$ cat src/rtl/sub_pkg.sv
// Purpose: shared definitions for the bit-serial subtractor family.
//   - state_e : FSM state encodings of the serial datapath controller
//   - fs_bit  : one-bit full-subtractor equation, returns {borrow_out, diff}
package sub_pkg;

  typedef enum logic [1:0] {
    ST_IDLE  = 2'd0,
    ST_SHIFT = 2'd1,
    ST_DONE  = 2'd2
  } state_e;

  // d = a ^ b ^ bin; a borrow leaves the cell when b (or a propagated
  // borrow on equal bits) exceeds a.
  function automatic logic [1:0] fs_bit(input logic a, input logic b, input logic bin);
    logic d;
    logic bo;
    d  = a ^ b ^ bin;
    bo = (~a & b) | (~(a ^ b) & bin);
    return {bo, d};
  endfunction

endpackage

$ cat src/rtl/full_subtractor_cell.sv
// Purpose: combinational one-bit full subtractor (a - b - bin).
// Ports:
//   a, b  : operand bits
//   bin   : borrow in
//   diff  : difference bit
//   bout  : borrow out
module full_subtractor_cell
  import sub_pkg::*;
(
  input  logic a,
  input  logic b,
  input  logic bin,
  output logic diff,
  output logic bout
);

  logic [1:0] w_res;

  assign w_res = fs_bit(a, b, bin);
  assign diff  = w_res[0];
  assign bout  = w_res[1];

endmodule

$ cat src/rtl/serial_subtractor.sv
// Purpose: bit-serial subtractor, diff = a - b - bin over WIDTH bits, LSB
//   first, one bit per clock through a single full-subtractor cell whose
//   borrow is registered between bits. Result, borrow-out and signed
//   overflow are held until the next operation completes.
// Ports:
//   clk    : rising-edge clock
//   rst_n  : asynchronous active-low reset
//   start  : request, accepted only when idle or on the done cycle
//   a, b   : minuend / subtrahend, captured on an accepted start
//   bin    : borrow-in, captured on an accepted start
//   busy   : high while bits are being processed
//   done   : one-cycle pulse when diff/bout/ovf have just been updated
//   diff   : a - b - bin modulo 2^WIDTH
//   bout   : final borrow-out (unsigned a < b + bin)
//   ovf    : two's complement overflow of the subtraction
module serial_subtractor
  import sub_pkg::*;
#(
  parameter int WIDTH = 8
) (
  input  logic             clk,
  input  logic             rst_n,
  input  logic             start,
  input  logic [WIDTH-1:0] a,
  input  logic [WIDTH-1:0] b,
  input  logic             bin,
  output logic             busy,
  output logic             done,
  output logic [WIDTH-1:0] diff,
  output logic             bout,
  output logic             ovf
);

  localparam int CNT_W = $clog2(WIDTH + 1);

  state_e             r_state;
  logic [CNT_W-1:0]   r_cnt;
  logic [WIDTH-1:0]   r_a_sh;
  logic [WIDTH-1:0]   r_b_sh;
  logic [WIDTH-1:0]   r_r_sh;
  logic               r_br;
  logic               r_a_msb;
  logic               r_b_msb;

  logic               w_d;
  logic               w_bout;
  logic               w_last;
  logic [WIDTH-1:0]   w_r_next;

  full_subtractor_cell u_cell (
    .a    (r_a_sh[0]),
    .b    (r_b_sh[0]),
    .bin  (r_br),
    .diff (w_d),
    .bout (w_bout)
  );

  // New difference bit enters at the MSB end, so after WIDTH shifts the
  // first (LSB) bit has reached position 0. Written as a shift so that
  // WIDTH=1 needs no special case.
  assign w_r_next = (r_r_sh >> 1) | (WIDTH'(w_d) << (WIDTH - 1));
  assign w_last   = (r_cnt == CNT_W'(WIDTH - 1));

  always_ff @(posedge clk or negedge rst_n) begin
    if (!rst_n) begin
      r_state <= ST_IDLE;
      r_cnt   <= '0;
      r_a_sh  <= '0;
      r_b_sh  <= '0;
      r_r_sh  <= '0;
      r_br    <= 1'b0;
      r_a_msb <= 1'b0;
      r_b_msb <= 1'b0;
      busy    <= 1'b0;
      done    <= 1'b0;
      diff    <= '0;
      bout    <= 1'b0;
      ovf     <= 1'b0;
    end else begin
      done <= 1'b0;
      case (r_state)
        // Accept: operands are only sampled here, so a start during SHIFT
        // can never disturb the operation in flight.
        ST_IDLE, ST_DONE: begin
          if (start) begin
            r_a_sh  <= a;
            r_b_sh  <= b;
            r_br    <= bin;
            r_r_sh  <= '0;
            r_cnt   <= '0;
            r_a_msb <= a[WIDTH-1];
            r_b_msb <= b[WIDTH-1];
            busy    <= 1'b1;
            r_state <= ST_SHIFT;
          end else begin
            r_state <= ST_IDLE;
          end
        end

        // One bit per clock through the cell; the last bit updates the
        // held outputs directly from the combinational next values.
        ST_SHIFT: begin
          r_br   <= w_bout;
          r_r_sh <= w_r_next;
          r_a_sh <= r_a_sh >> 1;
          r_b_sh <= r_b_sh >> 1;
          r_cnt  <= r_cnt + 1'b1;
          if (w_last) begin
            diff    <= w_r_next;
            bout    <= w_bout;
            // Signed overflow: operands of different sign and the result
            // sign differs from the minuend. The final bit is the MSB.
            ovf     <= (r_a_msb != r_b_msb) && (w_d != r_a_msb);
            busy    <= 1'b0;
            done    <= 1'b1;
            r_state <= ST_DONE;
          end
        end

        default: r_state <= ST_IDLE;
      endcase
    end
  end

endmodule
$ cat config.mk
export PLATFORM = sky130hd
export DESIGN_NAME = serial_subtractor
export DESIGN_NICKNAME = d
export VERILOG_FILES = /design/src/rtl/sub_pkg.sv /design/src/rtl/full_subtractor_cell.sv /design/src/rtl/serial_subtractor.sv
export SDC_FILE = /design/constraint.sdc
export NUM_CORES = 1
export LEC_CHECK = 0
export CAP_MARGIN = 20
export CORE_ASPECT_RATIO = 0.8
export CORE_MARGIN = 2
export CORE_UTILIZATION = 46
export CTS_BUF_LIST = sky130_fd_sc_hd__clkbuf_16
export CTS_CLUSTER_DIAMETER = 150
export DETAILED_ROUTE_END_ITERATION = 8
export GPL_TIMING_DRIVEN = 0
export PLACE_DENSITY_LB_ADDON = 0.05
export SLEW_MARGIN = 10
export SYNTH_ARGS = -nofsm -noshare
export SYNTH_HDL_FRONTEND = slang
export SYNTH_SLANG_ARGS = --single-unit
export TNS_END_PERCENT = 1
$ cat constraint.sdc
create_clock -name clk -period 1.42 [get_ports clk]
set_clock_uncertainty 0.15 [all_clocks]
set_input_delay 0.426 -clock clk [delete_from_list [all_inputs] [get_ports clk]]
set_output_delay 0.426 -clock clk [all_outputs]
set_load 0.05 [all_outputs]
# [Yosys cells after proc, flatten, opt, wreduce, memory -nomap -nowiden]
# Index checks and enable logic that the tools add are counted.
[op_classes] muxes=18 n_reduce_logical=8 bitwise=8 add_sub_neg=1 n_eq_ne=7
[ops] op="$pmux W8 S2" count=3
[ops] op="$mux W8" count=3
[ops] op="$or A7 B8 Y8" count=1
[ops] op="$pmux W4 S2" count=1
[ops] op="$mux W1" count=6
[ops] op="$reduce_and A2 Y1" count=3
[ops] op="$add A4 B1 Y4 const B" count=1
[ops] op="$eq A4 B3 Y1 const B" count=1
[ops] op="$mux W4" count=1
[ops] op="$ne A2 B2 Y1 const B" count=2
[ops] op="$pmux W1 S2" count=2
[ops] op="$pmux W2 S2" count=1
[ops] op="$reduce_and A3 Y1" count=1
[ops] op="$and A1 B1 Y1" count=2
[ops] op="$eq A2 B1 Y1 const B" count=1
[ops] op="$eq A2 B2 Y1 const B" count=1
[ops] op="$logic_not A2 Y1" count=1
[ops] op="$mux W2" count=1
[ops] op="$ne A1 B1 Y1" count=2
[ops] op="$not A1 Y1" count=2
[ops] op="$reduce_bool A2 Y1" count=1
[ops] op="$reduce_or A2 Y1" count=1
[ops] op="$xor A1 B1 Y1" count=2
[ops] op="$logic_and A1 B1 Y1" count=1
[ops] op="$or A1 B1 Y1" count=1
[word_totals] word_cells=55 out_inout_bits=12 inputBits=20 ff_bits=45

# [Longest topological paths before layout]
[logic_depth] depth_word=5 ltp_mapped=5 mapped_depth_nobuf=5

# [Cells and area by module]
# A second synthesis with hierarchy kept.
[unflattened] hier_cells=135 area_unflattened_um2=1794.2
[by_module_without_submodules] module="serial_subtractor" area_each_um2=1762.9 seq_area_each_um2=1101.1 instances=1 cells_each=131
[by_module_without_submodules] module="full_subtractor_cell" area_each_um2=31.3 seq_area_each_um2=0.0 instances=1 cells_each=4

# [Least setup slack after synthesis]
# Ideal clock, no wire load.
[synth_timing] kind="reg-to-reg" from="register r_state[1]" to="register diff[0]" arrival_ps=1299 setup_time_ps=125 path_buffers=2 stages_incl_launch_ff=6 setup_slack_ps=-153 path_cell_list="dfrtp_1 -> nand2b_1 -> buf_6 -> nor3_4 -> buf_6 -> mux2_2"
[synth_via] elab_chain_len=2
[synth_lines] item="start: declaration" line="serial_subtractor.sv:36" text="state_e r_state;"
[synth_lines] item="start signal: assignment" line="serial_subtractor.sv:66" text="r_state <= ST_IDLE;"
[synth_lines] item="start signal: assignment" line="serial_subtractor.sv:94" text="r_state <= ST_SHIFT;"
[synth_lines] item="start signal: assignment" line="serial_subtractor.sv:96" text="r_state <= ST_IDLE;"
[synth_lines] item="$eq A2 B1 Y1" line="serial_subtractor.sv:81" text="case (r_state)"
[synth_lines] item="$reduce_and A2 Y1 (no source line)"
[synth_lines] item="end signal: assignment" line="serial_subtractor.sv:109" text="diff <= w_r_next;"
[synth_lines] item="end: declaration" line="serial_subtractor.sv:29" text="output logic [WIDTH-1:0] diff,"
# Every way passes these cells.
# A chain may end at the register's enable or synchronous reset.

# [Worst setup path after layout]
[layout_timing] from="register r_state[1]" to="register diff[1]"
# Same word-level chain as after synthesis.

==> summary.md <==
| Metric | Value |
|---|---|
| Sequential share of the synthesized area | 60.6% |
| Ranking of synthesized cells by area | dfrtp_1 61%, mux2_2 5.6%, a22oi_1 5.4% |
| Total CTS buffers | 5 |
| CP dominant cell by count | buf_6 |
| Synth area leader | dfrtp_1 |
| Failing checks | setup timing |
| Worst-path maximum fanout | 5 |
| Final period util | 117% |
| Commonest cells after routing, fill and taps aside | 43 x dfrtp_1, 22 x nand2_1, 18 x buf_6 |
| Worst Path Required | 1440 ps |
| Die H | 60.2 um |
| Top-area cell type share of the netlist area | 60.6% |
| TritonCTS clock tree | yes |
| Placed cell count | 239 |
| Max VDD drop | 1.47 mV |
| HPWL Detailed | 2.49 mm |
| Final wirelength | 4.05 mm |
| CTS clk-pin slew, worst paths | 60 ps |
| Cell count after synthesis | 152 |
| Vias in the first global route | 1378 |
| CORE AREA | 3800 um^2 |
| Layout Area Growth over Synthesis | 44.4% |
| Crit. End Element | flop |
| Share of cells above drive strength 1 | 34.8% |
| Ports | 32 |
| CTS H-tree lvls | 2 |
| Crit path depth | 5 |
| Largest net degree at the start of global routing | 24 |
| # setup viols final | 25 |
| Final nets | 223 |
| Drt first pass iters | 4 |
| DR iter-0 viols | 84 |
| Worst endpoint data arrival time | 1690 ps |
| Total Routing Usage GR | 20.6% |
| RSZ-0062 raised after global routing | true |
| Initial Util | 47.8% |
| Max Transition Viols Final | 0 |
| Critical-path cell list | nand2b_4 -> buf_6 -> nor3_4 -> buf_6 -> mux2_4 |
| Hold Crit Class | reg2reg |
| Post-Syn Nets | 174 |
| Worst reg-to-reg path cell count | 5 |
| Hold Path Depth | 2 |
| Initial antenna violation count | 0 |
| Crit path max-delay family | simple AND/OR/NAND/NOR gates |
| Max Cap Viol | 0 |
| Crit path buffers/inverters | 2 |
| Die area | 4470 um^2 |
| # rows | 20 |
| Synth Warn # | 0 |
| Pwr dens | 2420 nW/um^2 |
| Most common cell after layout, fill and taps aside | dfrtp_1 |
| Post-DR wirelength/cell | 15.8 um |
| Final design area excluding fillers | 2620 um^2 |
| CTS Root Cell | clkbuf_16 |
| Clk buf depth | 2 |
| DRC Markers | 0 |
| DP Area | 2220 um^2 |
| Via/cell ratio | 5.27 |
| Startpoint types | flop |
| WS Path Type | reg2reg |
| Grt ovf | 0 |
| #FFs+latches synth | 44 |
| Status | finished, violations left |
| Detail Route Antenna Nets | 0 |
| Worst path max stage delay | 370 ps |
| Leakage power | 1.23 nW |
| Final Critical Period | 1670 ps |
| Final total power | 6.36 mW |
| Endpoints failing hold | 0 |
| IO buf count | 31 |
| Global-route wire length before repair | 6.62 mm |
| Distinct cells, synth | 25 |
| Vias | 1350 |
| Syn Std Cell Area | 1820 um^2 |
| Final std cells w/o fill | 256 |
| Clock Latency Late Sink | 290 ps |
| Max Fclk | 600 MHz |
| Rel. slew slack | 64.7% |
| Avg Inst Size Synth | 12.0 um^2 |
| Crit path max-delay cell type | dfrtp_1 |
| Worst slew pin tran | 529 ps |
| Diodes inserted | 0 |
| Die Width | 74.3 um |
| Slack of the critical path | -247 ps |
| Gpl congestion | 0.754 |
| Clk sink count | 44 |
[cells in the mapped netlist]
cell type and count:
buf_6 2, o21ai_0 2, xnor2_1 1, mux2i_1 3, nor2b_1 2, nor2_1 3, nand4_1 1, a22oi_1 13
o22ai_1 1, nand2_1 23, buf_1 1, a22o_1 11, a221o_1 2, inv_1 4, buf_2 6, and2b_1 1
fa_1 1, dfrtp_1 44, nor3_4 1, ha_1 1, nand3_1 13, nand2b_1 3, clkbuf_1 2, nor3_1 2
mux2_2 9
[final cells by class]
cell class / instances / area [um^2]
fill: 284 / 1180
sequential: 44 / 1100
multi-input combinational: 93 / 764
timing repair buffer: 42 / 435
clock buffer: 5 / 125
buffer: 11 / 104
tap: 55 / 68.8
inverter: 4 / 15.0
clock inverter: 2 / 7.51
[power breakdown]
part,switching [mW],total [mW],internal [mW]
Clock,0.456,1.09,0.629
Combinational,1.59,3.06,1.47
Sequential,0.409,2.21,1.80
[timing repair]
action	in CTS	in global routing
setup endpoints to repair	53	47
setup buffers	7	1
pin swaps	3	9
hold buffers	1	0
cloned	1	0
hold endpoints to repair	21	0
resized for setup	76	62
[flip-flops by register name (all words and copies together) (netlist names)]
signal,count
diff,8
r_a_sh,8
r_b_sh,8
r_r_sh,7
r_cnt,4
r_state,2
bout,1
busy,1
done,1
ovf,1
r_a_msb,1
r_b_msb,1
r_br,1
[kinds of logic (layout without fill, tap and decap cells)]
group,count (synthesis),count (layout),synth area share [%]
simple gates,49,49,12.9
flops,44,44,60.6
compound gates,29,29,12.7
buf+inv,15,64,4.34
mux,12,12,7.23
fa+ha+maj,2,2,1.79
xor+xnor,1,1,0.482
[stage by stage]
stage                     setup slack, ps  util, %  TNS [ps]  hold WS [ps]
after global routing                 -302     68.9     -4520           371
after detailed placement             -702     58.3    -24350           278
after CTS                            -215     66.8     -3810           350
final                                -247     68.9     -2800           353
after global placement              -1370     57.7    -83840           330
after floorplan                      -153        -     -1110         -19.6
[metal layers]
metal  track usage, %  part of all wire [%]  up-vias
met5                0                     0        -
met4             6.12                   1.5        0
met3             6.58                   4.7        8
met2             32.0                    48       30
met1             27.9                    46      677
li1                 -                     -      635
[worst reg2reg max path, stage by stage, from the launching register on]
cell and delay [ps]:
dfrtp_1 370, nand2b_4 140, buf_6 120, nor3_4 270, buf_6 190, mux2_4 300
[worst paths after layout]
path	startpoint	to	slack, ps
setup reg to reg	r_state[1]	diff[1]	-250
setup / recovery	r_state[1]	diff[1]	-250
hold / removal	r_a_sh[1]	r_a_sh[0]	350
hold reg to reg	r_a_sh[1]	r_a_sh[0]	350
max in group asynchronous	rst_n	r_state[0]	130
min in group asynchronous	rst_n	r_a_sh[4]	500
Note: power is estimated with default switching activity, not from simulation.
